`src/rtl/scan_pkg.sv`:
```
// Shared state encoding and sizing constants for the scan select generator.
package scan_pkg;

    localparam int SEL_W   = 2;
    localparam int NUM_OUT = 4;

    typedef enum logic [1:0] {
        IDLE      = 2'd0,
        RUN       = 2'd1,
        STEP_WAIT = 2'd2,
        STEP_DONE = 2'd3
    } scan_state_e;

endpackage

```
`src/rtl/scan_prescaler.sv`:
```
// Tick prescaler: counts 0..div_val and emits a registered one-cycle tick at terminal count.
module scan_prescaler #(
    parameter int DIV_W = 8
) (
    input  logic             clk,
    input  logic             rst_n,
    input  logic             clr,
    input  logic             run,
    input  logic [DIV_W-1:0] div_val,
    output logic             tick
);

    logic [DIV_W-1:0] cnt_q, cnt_d;
    logic [DIV_W-1:0] lim_q, lim_d;
    logic             tick_q, tick_d;
    logic             act_q, act_d;

    // run is driven from the parent's next state, so the count register already
    // holds 0 in the first running cycle and tick lines up with count == limit.
    always_comb begin
        cnt_d  = '0;
        lim_d  = lim_q;
        tick_d = 1'b0;
        act_d  = 1'b0;
        if (run && !clr) begin
            act_d = 1'b1;
            if (!act_q || tick_q) begin
                cnt_d  = '0;
                lim_d  = div_val;
                tick_d = (div_val == '0);
            end else begin
                cnt_d  = cnt_q + DIV_W'(1);
                tick_d = ((cnt_q + DIV_W'(1)) == lim_q);
            end
        end
    end

    always_ff @(posedge clk or negedge rst_n) begin
        if (!rst_n) begin
            cnt_q  <= '0;
            lim_q  <= '0;
            tick_q <= 1'b0;
            act_q  <= 1'b0;
        end else begin
            cnt_q  <= cnt_d;
            lim_q  <= lim_d;
            tick_q <= tick_d;
            act_q  <= act_d;
        end
    end

    assign tick = tick_q;

endmodule

```
`src/rtl/scan_sel_gen.sv`:
```
// Scan select generator: free-run or single-step walk over four decoder indices with skip mask.
module scan_sel_gen
    import scan_pkg::*;
#(
    parameter int DIV_W = 8
) (
    input  logic             clk,
    input  logic             rst_n,
    input  logic             en,
    input  logic             mode,
    input  logic [DIV_W-1:0] div_val,
    input  logic [3:0]       skip_mask,
    input  logic             step_req,
    output logic             step_ack,
    output logic             a,
    output logic             b,
    output logic             tick,
    output logic             wrap
);

    scan_state_e      state_q, state_d;
    logic [SEL_W-1:0] idx_q, idx_d;
    logic             wrap_q, wrap_d;
    logic             ack_q, ack_d;
    logic             advance;
    logic             tick_w;
    logic             presc_clr, presc_run;

    logic [SEL_W-1:0] cand_idx [NUM_OUT-1];
    logic [NUM_OUT-2:0] cand_free;
    logic [SEL_W-1:0] next_idx;
    logic             next_wrap;

    // Candidate gi is the index gi+1 positions above the current one (mod 4).
    for (genvar gi = 0; gi < NUM_OUT - 1; gi++) begin : g_cand
        assign cand_idx[gi]  = idx_q + SEL_W'(gi + 1);
        assign cand_free[gi] = ~skip_mask[cand_idx[gi]];
    end

    // Nearest free candidate wins; with none free the index holds and wraps unless all are skipped.
    always_comb begin
        next_idx  = idx_q;
        next_wrap = ~&skip_mask;
        for (int i = NUM_OUT - 2; i >= 0; i--) begin
            if (cand_free[i]) begin
                next_idx  = cand_idx[i];
                next_wrap = (cand_idx[i] < idx_q);
            end
        end
    end

    always_comb begin
        state_d = state_q;
        advance = 1'b0;
        ack_d   = 1'b0;
        if (!en) begin
            state_d = IDLE;
        end else begin
            case (state_q)
                IDLE:      state_d = mode ? STEP_WAIT : RUN;
                RUN: begin
                    advance = tick_w;
                    if (mode) state_d = STEP_WAIT;
                end
                STEP_WAIT: begin
                    if (!mode) begin
                        state_d = RUN;
                    end else if (step_req) begin
                        advance = 1'b1;
                        ack_d   = 1'b1;
                        state_d = STEP_DONE;
                    end
                end
                STEP_DONE: begin
                    if (!step_req) state_d = mode ? STEP_WAIT : RUN;
                end
                default:   state_d = IDLE;
            endcase
        end
        idx_d  = advance ? next_idx : idx_q;
        wrap_d = advance & next_wrap;
    end

    always_ff @(posedge clk or negedge rst_n) begin
        if (!rst_n) begin
            state_q <= IDLE;
            idx_q   <= '0;
            wrap_q  <= 1'b0;
            ack_q   <= 1'b0;
        end else begin
            state_q <= state_d;
            idx_q   <= idx_d;
            wrap_q  <= wrap_d;
            ack_q   <= ack_d;
        end
    end

    assign presc_clr = ~en;
    assign presc_run = (state_d == RUN);

    scan_prescaler #(
        .DIV_W (DIV_W)
    ) u_prescaler (
        .clk     (clk),
        .rst_n   (rst_n),
        .clr     (presc_clr),
        .run     (presc_run),
        .div_val (div_val),
        .tick    (tick_w)
    );

    assign a        = idx_q[1];
    assign b        = idx_q[0];
    assign tick     = tick_w;
    assign wrap     = wrap_q;
    assign step_ack = ack_q;

endmodule

```
`config.mk`:
```
export PLATFORM = sky130hd
export DESIGN_NAME = scan_sel_gen
export DESIGN_NICKNAME = d
export VERILOG_FILES = /design/src/rtl/scan_pkg.sv /design/src/rtl/scan_prescaler.sv /design/src/rtl/scan_sel_gen.sv
export SDC_FILE = /design/constraint.sdc
export NUM_CORES = 1
export LEC_CHECK = 0
export ABC_AREA = 1
export BUFFER_PORTS_ARGS = -buffer_cell sky130_fd_sc_hd__buf_2
export CAP_MARGIN = 5
export CORE_ASPECT_RATIO = 0.6
export CORE_MARGIN = 2
export CORE_UTILIZATION = 57
export CTS_BUF_LIST = sky130_fd_sc_hd__clkbuf_16
export DETAILED_ROUTE_END_ITERATION = 10
export PLACE_DENSITY = 0.82
export SETUP_SLACK_MARGIN = 0.5
export SYNTH_ARGS = -nofsm -noshare
export SYNTH_HDL_FRONTEND = slang
export SYNTH_SLANG_ARGS = --single-unit
```
`constraint.sdc`:
```
create_clock -name clk -period 1.7 [get_ports clk]
set_input_delay 0.34 -clock clk [delete_from_list [all_inputs] [get_ports clk]]
set_output_delay 0.34 -clock clk [all_outputs]
set_load 0.005 [all_outputs]
```
==> results.toml, run 1 <==
[status]
run_status = "finished, final reports clean"

[global_route]
antenna_found_initial = 0
track_usage = 0.257
grt_max_degree = 25
grt_pass1_vias = 1400
grt_pass1_wl_um = 6490
overflow = 0

[synth]
synth_cells = 223
yosys.area.top_type_share = 0.365
synthTopCellsByCount = "nand2_1, inv_1, dfrtp_1"
syn_area_per_cell_sq_um = 7.37
synth_most_common_cell = "nand2_1"
syn_nets = 247
synth_top_area_cell = "dfrtp_1"
synth_top_flop_cell = "dfrtp_1"
seq_area_frac_synth = 0.365
synth_cell_types = 28
ys_seq_elements = 24
yosysWarningCount = 0
syn_area_sq_um = 1640
synth_edf_count = 0
synthTopCellsByArea = "dfrtp_1, nand2_1, inv_1, o21ai_2, nand3_1"
ys_async_sr_fraction = 1.00

[timing]
fmax_mhz = 632
tightest_slew_ns = 0.528
rsz0062_at_grt = "true"
tns_ns = 0
setup_viol = 0
post-route-period-util = 0.931
finalWorstSetupSlack_ns = 0.118
period_minus_slack_ns = 1.58
hold_violations = 0
skew_ns = 0.000993
relSlewSlack = 0.648
report.final.slew_viol_count = 0

[power]
p_leak_nw = 1.07
power.density_nw_per_um2 = 1360
worst_ir_drop_vdd_mv = 1.16

[flow_run]
maxCapViolations = 0

[worst_setup_path]
arrival_ns = 1.73
critPathLaunchType = "flop"
end_kind = "flop"
worstReg2RegEnd = "u_prescaler.lim_q[7]$_DFFE_PN0P_"
crit_type = "flop to flop"
crit_path_max_fanout = 13
reg2reg_slack_ns = 0.12
r2r_start = "state_q[0]$_DFF_PN0_"
cp_data_required_time_ns = 1.85
ff2ff_path_depth = 8

[die]
start_util = 0.584
dieArea_sq_um = 3340
die_w_um = 73.3
ios = 22
core_area_sq_um = 2820
rows = 15
die_h_um = 45.6

[clock_tree]
cts.path.max_buffers = 2
clockRootBuffer = "clkbuf_16"
htreeDepth = 1
cts_made_buffers = 3
ctsHoldBuffers = 0
clk_latency_ns = 0.26
cts_tree = "done"
clock-sinks = 24
cts.clk_slew.worst_paths_ns = 0.06

[worst_hold_path]
hp-class = "primary input to async pin"

[place]
io_buffers = 21
place_ws_ns = -0.0209
place.gp.congestion = 0.861
dp.final_hpwl_um = 2650

[routing]
firstDrtPassIters = 4
drt_iter0_drc = 120
vias = 1558
drt_wl_total_um = 4040
antenna_left = 0
drc = 0
post_drt_wl_per_cell_um = 13.8
vias_per_cell = 5.34

[cells_and_area]
areaGrowthSynthToFinish_pct = 34.9
num_antenna_cells = 0
layout.nets = 283
drive_gt1_frac = 0.372
cell usage in the layout, fill, tap and decap left out, drive strengths merged:
master	count
clkbuf	3
inv	36
o21ai	18
nand3	20
dfrtp	24
nand2	71
nor2	19
ha	7
o21bai	3
o211ai	1
nand4	6
nand3b	2
or2	2
a21oi	7
a21boi	1
bufinv	1
buf	33
xnor2	1
nor3	3
where the power goes:
part,internal [mW],switching [mW]
Sequential,0.700,0.166
Clock,0.468,0.201
Combinational,0.662,0.823
Total,1.83,1.19
kinds of logic after synthesis:
logic type | Yosys count | share of synthesized area
AND/OR/NAND/NOR | 123 | 0.347
buffers and inverters | 38 | 0.0936
AO/OA/AOI/OAI | 30 | 0.135
flip-flops | 24 | 0.365
adder cells (fa/ha/maj) | 7 | 0.0533
XOR/XNOR | 1 | 0.00533
flip-flops by register name, indices dropped and copies added, names as in the netlist:
| signal | flops |
|---|---|
| u_prescaler.act_q | 1 |
| idx_q | 2 |
| state_q | 2 |
| step_ack | 1 |
| wrap | 1 |
| u_prescaler.lim_q | 8 |
| u_prescaler.cnt_q | 8 |
| u_prescaler.tick | 1 |
how the worst max path moves through the flow:
stage	startpoint	to	cells after the start	slack, ns
after detailed placement	state_q[1]$_DFF_PN0_	u_prescaler.lim_q[5]$_DFFE_PN0P_	8	-0.02
final	state_q[0]$_DFF_PN0_	u_prescaler.lim_q[7]$_DFFE_PN0P_	8	0.12
after global routing	state_q[0]$_DFF_PN0_	u_prescaler.lim_q[0]$_DFFE_PN0P_	11	0.04
after floorplan	state_q[1]$_DFF_PN0_	u_prescaler.lim_q[1]$_DFFE_PN0P_	9	0.20
after CTS	state_q[1]$_DFF_PN0_	u_prescaler.lim_q[7]$_DFFE_PN0P_	10	0.15
after global placement	state_q[0]$_DFF_PN0_	u_prescaler.lim_q[6]$_DFFE_PN0P_	10	0.08
layout make-up:
| type | count | area, sq um |
|---|---|---|
| Clock inverter | 1 | 30.0 |
| Multi-Input combinational cell | 161 | 1090 |
| Fill cell | 174 | 598 |
| Sequential cell | 24 | 604 |
| Inverter | 36 | 150 |
| Tap cell | 34 | 42.5 |
| Clock buffer | 3 | 75.1 |
| Timing Repair Buffer | 33 | 229 |
metal layers:
layer  track usage  vias up  share of wire
li1              -      781              -
met1         0.385      719           0.45
met2         0.402       54           0.47
met3        0.0487        4          0.081
met4        0.0291        0         0.0062
met5             0        -              0
what timing repair did:
action                                  4_1_cts  5_1_grt
setup buffers                                10        1
pin swaps                                    13        2
endpoints found under the hold margin         0        0
endpoints found under the setup margin       24       25
gates resized for setup                      27       12
through the flow:
| stage | cell area [sq um] | utilization | hold WS (ns) | power (mW) | cells |
|---|---|---|---|---|---|
| global placement | 1860 | 0.660 | 0.355 | 1.97 | 277 |
| finish | 2220 | 0.788 | 0.0547 | 3.02 | 292 |
| CTS | 2160 | 0.767 | 0.0841 | 2.92 | 291 |
| detailed placement | 1860 | 0.660 | 0.359 | 2.03 | 277 |
| floorplan | 1720 | - | 0.0444 | 1.78 | 223 |
| global route | 2220 | 0.788 | 0.0964 | 3.20 | 292 |
worst max-delay path, cell delays in order, from the launching register on:
cell,delay (ns)
dfrtp_2,0.47
inv_4,0.10
ha_4,0.15
nand2_1,0.15
nand2_4,0.15
nand4_4,0.13
buf_12,0.18
nand2_1,0.07
o21ai_2,0.05
Note: power is estimated with default switching activity, not from simulation.
==> run 2: changes to the inputs <==
Settings changed: CAP_MARGIN 5 to 20, REMOVE_ABC_BUFFERS set to 1.
==> results.toml, run 2 (synthesized netlist as in run 1, its figures left out) <==
[cells_and_area]
final_cell_mix = "nand2_1, inv_1, dfrtp_1"
seq_area_sq_um = 606
fillCellCount = 165
top_regs = "u_prescaler.cnt_q: 8 flops, u_prescaler.lim_q: 8 flops"
drive_gt1_frac = 0.399
layout.nets = 288
areaGrowthSynthToFinish_pct = 40.0
final_cell_area_sq_um = 2300
num_antenna_cells = 0
final_common_cell = "nand2_1"
multiInputGateArea_sq_um = 1110

[timing]
period_minus_slack_ns = 1.59
hold_violations = 0
report.final.slew_viol_count = 0
fmax_mhz = 629
tightest_slew_ns = 0.553
post-route-period-util = 0.935
skew_ns = 0.00716
relSlewSlack = 0.631
rsz0062_at_grt = "true"
tns_ns = 0
setup_viol = 0

[die]
rows = 15
die_w_um = 73.3
core_area_sq_um = 2820
die_h_um = 45.6
dieArea_sq_um = 3340
ios = 22
start_util = 0.584

[power]
netSwitchingPower_mw = 1.29
seqPwrFrac = 0.264
worst_ir_drop_vdd_mv = 1.48
pwr-share-comb = 0.524
clockPowerShare = 0.212
p_leak_nw = 1.10
switching_share = 0.397
internal_power_mw = 1.95
power.density_nw_per_um2 = 1410

[worst_setup_path]
crit_path_max_fanout = 15
r2r_start = "state_q[1]$_DFF_PN0_"
reg2reg_slack_ns = 0.11
path_depth = 9
end_kind = "flop"
critPathLaunchType = "flop"
cp-startpoint = "state_q[1]$_DFF_PN0_"
worstReg2RegEnd = "u_prescaler.lim_q[1]$_DFFE_PN0P_"
crit_buf_inv = 2
path_delay_family = "flip-flops"
crit_type = "flop to flop"
cp_cell_sequence = "inv_4 > ha_4 > a21oi_2 > nand3_2 > nand2_4 > nand4_4 > buf_12 > nand2_1 > o21ai_2"
slowest_stage = "dfrtp_2"
ff2ff_path_depth = 9
cp_data_required_time_ns = 1.85
arrival_ns = 1.74
slowest_delay_ns = 0.47

[routing]
post_drt_wl_per_cell_um = 15.1
drt_wl_total_um = 4470
vias_per_cell = 5.42
drc = 0
drt_iter0_drc = 137
vias = 1610
antenna_left = 0
firstDrtPassIters = 4

[flow_run]
maxCapViolations = 0

[place]
place.gp.congestion = 0.910
place_area_sq_um = 1810
dp.final_hpwl_um = 2620
io_buffers = 21

[clock_tree]
cts_tree = "done"
cts.clk_slew.worst_paths_ns = 0.07
cts.path.max_buffers = 2
clock-sinks = 24
clockRootBuffer = "clkbuf_16"
clk_latency_ns = 0.26
ctsHoldBuffers = 0
htreeDepth = 1
cts_made_buffers = 3

[global_route]
grt_pass1_wl_um = 6310
grt_max_degree = 25
antenna_found_initial = 0
grt_pass1_vias = 1394
overflow = 0
track_usage = 0.254

[status]
run_status = "finished, final reports clean"

[worst_hold_path]
hp-class = "primary input to async pin"
## run 2: layout make-up
cell class,instances,share of cell area
Inverter,36,0.0652
Clock buffer,3,0.0326
Sequential cell,24,0.263
Multi-Input combinational cell,161,0.483
Tap cell,34,0.0185
Clock inverter,1,0.0130
Timing Repair Buffer,38,0.125
## run 2: worst max path at each step
stage                                       endpoint  slack, ns
global route              u_prescaler.tick$_DFF_PN0_       0.05
CTS                   u_prescaler.cnt_q[7]$_DFF_PN0_       0.16
global placement    u_prescaler.lim_q[7]$_DFFE_PN0P_       0.09
floorplan           u_prescaler.lim_q[0]$_DFFE_PN0P_       0.13
detailed placement  u_prescaler.lim_q[0]$_DFFE_PN0P_      0.009
finish              u_prescaler.lim_q[1]$_DFFE_PN0P_       0.11
## run 2: power by group through the flow
| stage | Sequential [mW] | Clock, mW | Combinational (mW) |
|---|---|---|---|
| finish | 0.856 | 0.688 | 1.70 |
| global route | 0.865 | 0.716 | 1.84 |
| CTS | 0.833 | 0.680 | 1.35 |
| detailed placement | 0.837 | 0 | 1.04 |
| global placement | 0.830 | 0 | 1.00 |
| floorplan | 0.803 | 0 | 0.798 |
## run 2: timing repair
| item | in CTS | in global routing |
|---|---|---|
| resized for setup | 37 | 36 |
| buffers inserted | 8 | 4 |
| setup endpoints to repair | 22 | 25 |
| hold endpoints to repair | 0 | 0 |
| pin swaps | 17 | 12 |
## run 2: stage by stage
stage	utilization	instances	hold WS (ns)	total power, mW	worst slack [ns]
after CTS	0.752	293	0.0786	2.87	0.158
after global placement	0.643	281	0.349	1.83	0.0852
after detailed placement	0.643	281	0.353	1.88	0.00879
final	0.818	297	0.0574	3.24	0.111
after floorplan	-	221	0.0444	1.60	0.133
after global routing	0.818	297	0.104	3.43	0.0474
## run 2: per-layer routing
metal / part of all wire / vias up / global-route usage
met5: 0 / - / 0
met2: 0.47 / 56 / 0.380
met3: 0.058 / 9 / 0.0575
met4: 0.015 / 0 / 0.0509
met1: 0.46 / 754 / 0.380
li1: - / 791 / -
